File: src/rtl/ram_stim_gen_if.sv
// rtl/ram_stim_gen_if.sv - stimulus generator bus: control, RAM strobes, expected data, status.
interface ram_stim_gen_if #(
   parameter int DATA_SIZE = 4,
   parameter int ADDR_SIZE = 3,
   parameter int ERR_W     = 8
);
   logic                 start;
   logic [DATA_SIZE-1:0] seed;
   logic                 check_ok;
   logic                 wr_en;
   logic [ADDR_SIZE-1:0] wr_addr;
   logic [DATA_SIZE-1:0] data_in;
   logic                 rd_en;
   logic [ADDR_SIZE-1:0] rd_addr;
   logic [DATA_SIZE-1:0] exp_data;
   logic                 exp_valid;
   logic                 busy;
   logic                 done;
   logic [ERR_W-1:0]     err_count;

   modport master (
      input  start, seed, check_ok,
      output wr_en, wr_addr, data_in, rd_en, rd_addr,
             exp_data, exp_valid, busy, done, err_count
   );

   modport slave (
      output start, seed, check_ok,
      input  wr_en, wr_addr, data_in, rd_en, rd_addr,
             exp_data, exp_valid, busy, done, err_count
   );
endinterface

File: src/rtl/ram_stim_gen.sv
// rtl/ram_stim_gen.sv - writes a Gray pattern to every RAM word, reads it back, counts checker mismatches.
module ram_stim_gen #(
   parameter int DATA_SIZE = 4,
   parameter int ADDR_SIZE = 3,
   parameter int ERR_W     = 8
) (
   input  logic           clk,
   input  logic           reset,
   ram_stim_gen_if.master bus
);
   typedef enum logic [2:0] {ST_IDLE, ST_WRITE, ST_READ, ST_DRAIN, ST_DONE} state_t;

   state_t               state, state_nxt;
   logic [ADDR_SIZE-1:0] cnt, cnt_nxt;
   logic [DATA_SIZE-1:0] seed_q, seed_nxt;

   logic                 wr_en_q, wr_en_nxt;
   logic [ADDR_SIZE-1:0] wr_addr_q, wr_addr_nxt;
   logic [DATA_SIZE-1:0] data_in_q, data_in_nxt;
   logic                 rd_en_q, rd_en_nxt;
   logic [ADDR_SIZE-1:0] rd_addr_q, rd_addr_nxt;
   logic [DATA_SIZE-1:0] exp_data_q, exp_data_nxt;
   logic                 exp_valid_q, exp_valid_nxt;
   logic                 busy_q, busy_nxt;
   logic                 done_q, done_nxt;
   logic [ERR_W-1:0]     err_q, err_nxt;
   logic                 accept;

   function automatic logic [DATA_SIZE-1:0] gray(input logic [DATA_SIZE-1:0] x);
      return x ^ (x >> 1);
   endfunction

   always_ff @(posedge clk) begin
      if (reset) begin
         state  <= ST_IDLE;
         cnt    <= '0;
         seed_q <= '0;
      end else begin
         state  <= state_nxt;
         cnt    <= cnt_nxt;
         seed_q <= seed_nxt;
      end
   end

   always_comb begin
      state_nxt = state;
      cnt_nxt   = cnt;
      seed_nxt  = seed_q;
      accept    = 1'b0;
      case (state)
         ST_IDLE, ST_DONE: begin
            if (bus.start) begin
               accept    = 1'b1;
               state_nxt = ST_WRITE;
               cnt_nxt   = '0;
               seed_nxt  = bus.seed;
            end
         end
         ST_WRITE: begin
            if (cnt == '1) begin
               state_nxt = ST_READ;
               cnt_nxt   = '0;
            end else begin
               cnt_nxt = cnt + 1'b1;
            end
         end
         ST_READ: begin
            if (cnt == '1) begin
               state_nxt = ST_DRAIN;
               cnt_nxt   = '0;
            end else begin
               cnt_nxt = cnt + 1'b1;
            end
         end
         ST_DRAIN: state_nxt = ST_DONE;
         default:  state_nxt = ST_IDLE;
      endcase

      // Outputs are registered from the next state so they line up with the phase they describe.
      wr_en_nxt     = (state_nxt == ST_WRITE);
      wr_addr_nxt   = wr_en_nxt ? cnt_nxt : '0;
      data_in_nxt   = wr_en_nxt ? gray(seed_nxt + DATA_SIZE'(cnt_nxt)) : '0;
      rd_en_nxt     = (state_nxt == ST_READ);
      rd_addr_nxt   = rd_en_nxt ? cnt_nxt : '0;
      exp_valid_nxt = rd_en_q;
      exp_data_nxt  = rd_en_q ? gray(seed_q + DATA_SIZE'(rd_addr_q)) : exp_data_q;
      busy_nxt      = (state_nxt == ST_WRITE) || (state_nxt == ST_READ) || (state_nxt == ST_DRAIN);
      done_nxt      = (state_nxt == ST_DONE);

      err_nxt = err_q;
      if (accept) begin
         err_nxt = '0;
      end else if (exp_valid_q && !bus.check_ok && (err_q != {ERR_W{1'b1}})) begin
         err_nxt = err_q + 1'b1;
      end
   end

   always_ff @(posedge clk) begin
      if (reset) begin
         wr_en_q     <= 1'b0;
         wr_addr_q   <= '0;
         data_in_q   <= '0;
         rd_en_q     <= 1'b0;
         rd_addr_q   <= '0;
         exp_data_q  <= '0;
         exp_valid_q <= 1'b0;
         busy_q      <= 1'b0;
         done_q      <= 1'b0;
         err_q       <= '0;
      end else begin
         wr_en_q     <= wr_en_nxt;
         wr_addr_q   <= wr_addr_nxt;
         data_in_q   <= data_in_nxt;
         rd_en_q     <= rd_en_nxt;
         rd_addr_q   <= rd_addr_nxt;
         exp_data_q  <= exp_data_nxt;
         exp_valid_q <= exp_valid_nxt;
         busy_q      <= busy_nxt;
         done_q      <= done_nxt;
         err_q       <= err_nxt;
      end
   end

   assign bus.wr_en     = wr_en_q;
   assign bus.wr_addr   = wr_addr_q;
   assign bus.data_in   = data_in_q;
   assign bus.rd_en     = rd_en_q;
   assign bus.rd_addr   = rd_addr_q;
   assign bus.exp_data  = exp_data_q;
   assign bus.exp_valid = exp_valid_q;
   assign bus.busy      = busy_q;
   assign bus.done      = done_q;
   assign bus.err_count = err_q;
endmodule
File: src/flat_wrapper.sv
// flat-port wrapper written by rule: the top's interface ports become plain ports
module ram_stim_gen_flat 
#(
   parameter int DATA_SIZE = 4,
   parameter int ADDR_SIZE = 3,
   parameter int ERR_W     = 8
)
  (clk, reset, bus_start, bus_seed, bus_check_ok, bus_wr_en, bus_wr_addr, bus_data_in, bus_rd_en, bus_rd_addr, bus_exp_data, bus_exp_valid, bus_busy, bus_done, bus_err_count);
  ram_stim_gen_if #(.DATA_SIZE(DATA_SIZE), .ADDR_SIZE(ADDR_SIZE), .ERR_W(ERR_W)) bus_i ();
  input  logic clk;
  input  logic reset;
  input wire logic [$bits(bus_i.start)-1:0] bus_start;
  input wire logic [$bits(bus_i.seed)-1:0] bus_seed;
  input wire logic [$bits(bus_i.check_ok)-1:0] bus_check_ok;
  output wire logic [$bits(bus_i.wr_en)-1:0] bus_wr_en;
  output wire logic [$bits(bus_i.wr_addr)-1:0] bus_wr_addr;
  output wire logic [$bits(bus_i.data_in)-1:0] bus_data_in;
  output wire logic [$bits(bus_i.rd_en)-1:0] bus_rd_en;
  output wire logic [$bits(bus_i.rd_addr)-1:0] bus_rd_addr;
  output wire logic [$bits(bus_i.exp_data)-1:0] bus_exp_data;
  output wire logic [$bits(bus_i.exp_valid)-1:0] bus_exp_valid;
  output wire logic [$bits(bus_i.busy)-1:0] bus_busy;
  output wire logic [$bits(bus_i.done)-1:0] bus_done;
  output wire logic [$bits(bus_i.err_count)-1:0] bus_err_count;
  assign bus_i.start = bus_start;
  assign bus_i.seed = bus_seed;
  assign bus_i.check_ok = bus_check_ok;
  assign bus_wr_en = bus_i.wr_en;
  assign bus_wr_addr = bus_i.wr_addr;
  assign bus_data_in = bus_i.data_in;
  assign bus_rd_en = bus_i.rd_en;
  assign bus_rd_addr = bus_i.rd_addr;
  assign bus_exp_data = bus_i.exp_data;
  assign bus_exp_valid = bus_i.exp_valid;
  assign bus_busy = bus_i.busy;
  assign bus_done = bus_i.done;
  assign bus_err_count = bus_i.err_count;
  ram_stim_gen #(.DATA_SIZE(DATA_SIZE), .ADDR_SIZE(ADDR_SIZE), .ERR_W(ERR_W)) u_core (.clk(clk), .reset(reset), .bus(bus_i));
endmodule
File: config.mk
export PLATFORM = sky130hd
export DESIGN_NAME = ram_stim_gen_flat
export DESIGN_NICKNAME = d
export VERILOG_FILES = /design/src/rtl/ram_stim_gen_if.sv /design/src/rtl/ram_stim_gen.sv /design/src/flat_wrapper.sv
export SDC_FILE = /design/constraint.sdc
export NUM_CORES = 1
export LEC_CHECK = 0
export BUFFER_PORTS_ARGS = -buffer_cell sky130_fd_sc_hd__buf_2
export CORE_MARGIN = 2
export CORE_UTILIZATION = 58
export DETAILED_ROUTE_END_ITERATION = 7
export PLACE_DENSITY = 0.94
export SYNTH_ARGS = -nofsm -noshare
export SYNTH_HDL_FRONTEND = slang
export SYNTH_SLANG_ARGS = --single-unit
File: constraint.sdc
create_clock -name clk -period 5.22 [get_ports clk]
set_input_delay 0.261 -clock clk [delete_from_list [all_inputs] [get_ports clk]]
set_output_delay 0.261 -clock clk [all_outputs]
set_load 0.03 [all_outputs]
Word level (Yosys, flattened, before mapping)
Cells that the tools add are included.

storage, ports and cells
  flip-flop bits (word level) = 37
  input port bits = 8
  word-level logic and storage cells = 53

operators by class
  add/sub/neg operators = 4
  eq/ne operators = 10
  multiplexer cells = 11
  bitwise gates (word level) = 4
  reduce and logical (&&, ||, !) cells = 11

operators by type and width
  cell                                                              count
  3-bit 2-to-1 mux                                                  5
  3-bit by 2-bit == test with 1-bit output (second input constant)  4
  3-bit case mux with 4 select lines                                1
  2-bit OR reduction                                                5
  3-bit == test (second input constant)                             3
  4-bit by 3-bit adder with 4-bit output                            2
  8-bit by 1-bit adder with 8-bit output (second input constant)    1
  4-bit 2-to-1 mux                                                  2
  8-bit != test (second input constant)                             1
  4-bit by 3-bit XOR with 4-bit output                              2
  3-bit by 1-bit == test with 1-bit output (second input constant)  2
  3-bit case mux with 2 select lines                                1
  3-bit by 1-bit adder with 3-bit output (second input constant)    1
  3-bit logical NOT                                                 1
  1-bit logical AND                                                 2
  1-bit logical OR                                                  2
  1-bit 2-to-1 mux                                                  2
  1-bit NOT                                                         2
  1-bit logical NOT                                                 1

Longest topological paths before layout
  depth in word-level cells = 6
  mapped depth = 11

Least setup slack after synthesis
Ideal clock, no wire load.

  kind = register to register
  from = register u_core.cnt[0]
  to = register u_core.data_in_q[2] (netlist: u_core.bus.data_in[2])
  arrival time = 2327 ps
  required time = 5099 ps
  path slack = 2772 ps
  stages on the path, launching flop included = 12
  path buffers = 0
  path through = dfxtp_1 -> ha_1 -> ha_1 -> or2_2 -> a2bb2oi_1 -> inv_1 -> ha_1 -> inv_1 -> fa_1 -> xor2_1 -> nor2b_1 -> mux2_2

RTL lines
  element                                                                  line                                    text
  start, declared                                                          ram_stim_gen.sv:14                      logic [ADDR_SIZE-1:0] cnt, cnt_nxt;
  start signal, assigned                                                   ram_stim_gen.sv:40                      cnt <= cnt_nxt;
  3-bit by 1-bit adder with 3-bit output or 3-bit == test (tied branches)  n/a
  3-bit 2-to-1 mux                                                         ram_stim_gen.sv:60, ram_stim_gen.sv:68
  3-bit case mux with 2 select lines *                                     ram_stim_gen.sv:50                      case (state)
  via u_core.cnt_nxt[0]                                                    ram_stim_gen.sv:14
  4-bit by 3-bit adder with 4-bit output *                                 ram_stim_gen.sv:82                      data_in_nxt = wr_en_nxt ? gray(seed_nxt + DATA_SIZE'(cnt_nxt)) : '0;
  4-bit by 3-bit XOR with 4-bit output *                                   ram_stim_gen.sv:30                      return x ^ (x >> 1);
  end signal, assigned                                                     ram_stim_gen.sv:113                     data_in_q <= data_in_nxt;
  end, declared                                                            ram_stim_gen.sv:19                      logic [DATA_SIZE-1:0] data_in_q, data_in_nxt;

Mark *: on every way through the listed nets, which the timed path passes. The rest lies on a longest branch.
A chain may end at the register's enable or synchronous reset.

Worst setup path after layout
Same ends and word-level chain as after synthesis.

==> impl_metrics.ini <==
[sta]
hold_viol = 0
fmax_mhz = 369
rsz0062_at_grt = no
clock_skew_ns = 0.00358
setup-violations-final = 0
timing.final.crit_share_pct = 52.0
slew_violations = 0
fin_ws_ns = 2.51
relSlewSlack_pct = 66.7
tns_ns = 0
tightest_slew_ns = 0.488
period_minus_slack_ns = 2.71
whs_ns = 0.203

[cells_and_area]
multi_input_area_um2 = 900
drive_gt1_share_pct = 22.5
utilization_pct = 70.1
diodes = 0
nets = 236
seq_area_um2 = 741
filler_cell_count = 213
area_growth_pct = 13.2

[pwr]
switching_share_pct = 27.7
power.leakage_uw = 0.000917
p_comb_share_pct = 17.4
switchingPower_uw = 147
ir_drop_mv = 0.252
seq_power_share_pct = 56.4
pwr_density_cell_mw_per_mm2 = 273
power.share.clock_pct = 26.3
internal_power_uw = 385

[drt]
drt_wl_total_um = 3180
routed-via-count = 1336
antenna_left = 0
wl_met1_um = 1420
wl_per_cell_um = 12.8
top_layer = met4
remaining_drc_errors = 0
drt-initial-drc-count = 52
wl_met2_um = 1510
vias_per_cell = 5.37
wl_met3_um = 193
dr.pass1.iters = 4

[yosys]
async_flop_share_pct = 0
syn-cell-area_mm2 = 0.00172
ys_warn_count = 0
synth_cell_types = 41
seq_area_frac_synth_pct = 43.0
synthCells = 183
synth-edff-count = 0
syn-num-nets = 202
synth_ff_type = dfxtp_1
ys_seq_elements = 37
synth.avg_cell_area_um2 = 9.41

[clock_tree]
cts_resized = 0
clock_path_buffers = 2
cts_hold_buffers = 0
cts_setup_buffers = 0
cts_buffers = 5
cts-root-buf = clkbuf_4
clk_latency_ns = 0.34
cts_tree = done
clkSinkCount = 37
path_clk_slew_ns = 0.10
ctsHtreeMaxLevel = 2

[grt]
track_usage_pct = 21.7
grt_max_degree = 20
antenna_found_initial = 0
grt.overflow.total = 0
grt_pass1_wl_um = 5530
grt_pass1_vias = 1276

[outcome]
status = complete, no violations

[worst_setup_path]
worst-setup-path-type = reg -> reg
cp-start-kind = flop
required_ns = 5.46
critPathSlowestCell = fa_1
cpPeakStageDelay_ns = 0.37
worstPathCellList = ha_1 -> ha_1 -> or2_2 -> a2bb2oi_1 -> inv_1 -> ha_1 -> inv_1 -> fa_1 -> xor2_1 -> nor2_1 -> mux2_2
worstPathMaxFanout = 6
critPathArrivalTime_ns = 2.96
end_kind = flop
crit_top_cell = ha_1

[placed_design]
port_buffers = 34
dp_hpwl_um = 2450
dp_slack_ns = 2.51
gp_congestion = 0.843

[floorplan]
rows = 19
initial_core_util_pct = 61.9
die_height_um = 58.5
core_mm2 = 0.00278
die_area_mm2 = 0.00342
pin_count = 35
die_x_um = 58.5

[min_path]
holdCritPathClass = in -> reg

[run]
cap_violations = 0
-- final cells by class --
type,instances,share of cell area [%]
well taps,31,1.99
clock buffers,8,2.50
flip-flops and latches,37,38.0
inverters,14,2.69
multi-input cells,125,46.1
repair buffers,34,8.72
-- path summary, 6_finish.rpt --
path | startpoint | end | slack, ns | cells past startpoint
worst max-delay path | u_core.cnt[0]$_SDFF_PP0_ | u_core.bus.data_in[2]$_SDFF_PP0_ | 2.51 | 11
worst min register to register | u_core.bus.exp_data[2]$_SDFFE_PP0P_ | u_core.bus.exp_data[2]$_SDFFE_PP0P_ | 0.49 | 2
worst min-delay path | bus_seed[3] | u_core.seed_q[3]$_SDFF_PP0_ | 0.20 | 3
worst max register to register | u_core.cnt[0]$_SDFF_PP0_ | u_core.bus.data_in[2]$_SDFF_PP0_ | 2.51 | 11
-- power groups by stage --
| stage | Combinational, uW | Sequential (uW) | Clock (uW) |
|---|---|---|---|
| 2_1_floorplan | 58.0 | 320 | 0 |
| 3_3_place_gp | 88.8 | 306 | 0 |
| 3_5_place_dp | 92.4 | 306 | 0 |
| 4_1_cts | 92.8 | 300 | 145 |
| 5_1_grt | 102 | 302 | 158 |
| 6_report | 92.5 | 300 | 140 |
-- worst max-delay path, delay by kind of cell (launching register included) --
kind / cells / cell delay, ns
adder cells (fa/ha/maj): 4 / 0.97
XOR/XNOR: 1 / 0.31
AND/OR/NAND/NOR: 2 / 0.39
multiplexers: 1 / 0.27
flip-flops: 1 / 0.34
AO/OA/AOI/OAI: 1 / 0.19
buffers and inverters: 2 / 0.14
-- stage by stage --
| step | std cells | instance area, um2 | power, uW |
|---|---|---|---|
| floorplan | 183 | 1720 | 378 |
| global route | 249 | 1950 | 561 |
| finish | 249 | 1950 | 533 |
| global placement | 241 | 1900 | 395 |
| CTS | 249 | 1950 | 538 |
| detailed placement | 241 | 1900 | 399 |
-- synth_stat cells (2+ instances only) --
| master | number | area share [%] |
|---|---|---|
| nor2b_1 | 8 | 2.9 |
| nor2_1 | 30 | 6.5 |
| xor2_1 | 4 | 2.0 |
| xnor2_1 | 9 | 4.6 |
| fa_1 | 2 | 2.3 |
| clkbuf_1 | 5 | 1.1 |
| a21oi_1 | 7 | 2.0 |
| nand4_1 | 2 | 0.73 |
| or3_1 | 3 | 1.1 |
| ha_1 | 9 | 6.5 |
| a21o_1 | 4 | 1.7 |
| inv_1 | 14 | 3.1 |
| o21ai_0 | 7 | 2.0 |
| nor3b_1 | 2 | 0.87 |
| or2_2 | 2 | 0.73 |
| nand3_1 | 3 | 0.87 |
| mux2i_1 | 5 | 2.9 |
| dfxtp_1 | 37 | 43 |
| mux2_2 | 3 | 2.0 |
| nand2b_1 | 2 | 0.73 |
| nand2_1 | 5 | 1.1 |
-- state kept, by name, summed over array words and instances, names as in the netlist --
register              cells
u_core.bus.wr_en          1
u_core.cnt                3
u_core.bus.wr_addr        3
u_core.bus.err_count      8
u_core.bus.rd_addr        3
u_core.bus.rd_en          1
u_core.bus.busy           1
u_core.bus.done           1
u_core.seed_q             4
u_core.state              3
u_core.bus.exp_data       4
u_core.bus.exp_valid      1
u_core.bus.data_in        4
-- cell families (layout without fill, tap and decap cells) --
family	count (synthesis)	after routing	synth area share [%]
AND/OR/NAND/NOR	64	64	19.2
buffers and inverters	21	56	4.79
multiplexers	8	8	4.87
AO/OA/AOI/OAI	28	28	11.3
adder cells (fa/ha/maj)	11	11	8.86
flip-flops	37	37	43.0
XOR/XNOR	14	14	7.99
-- routing by layer --
| layer | vias up | track usage (%) |
|---|---|---|
| li1 | 678 | - |
| met1 | 619 | 27.8 |
| met2 | 35 | 33.1 |
| met3 | 4 | 8.57 |
| met4 | 0 | 7.97 |
| met5 | - | 0 |
-- placed cells by master, fill, tap and decap left out, types with 4 or more instances in the layout --
| cell | count |
|---|---|
| a21o_1 | 4 |
| a21oi_1 | 7 |
| buf_2 | 34 |
| clkbuf_4 | 5 |
| dfxtp_1 | 37 |
| ha_1 | 9 |
| inv_1 | 14 |
| mux2i_1 | 5 |
| nand2_1 | 5 |
| nor2_1 | 30 |
| nor2b_1 | 8 |
| o21ai_0 | 7 |
| xnor2_1 | 9 |
| xor2_1 | 4 |
Power figures use the tool's default switching activity.
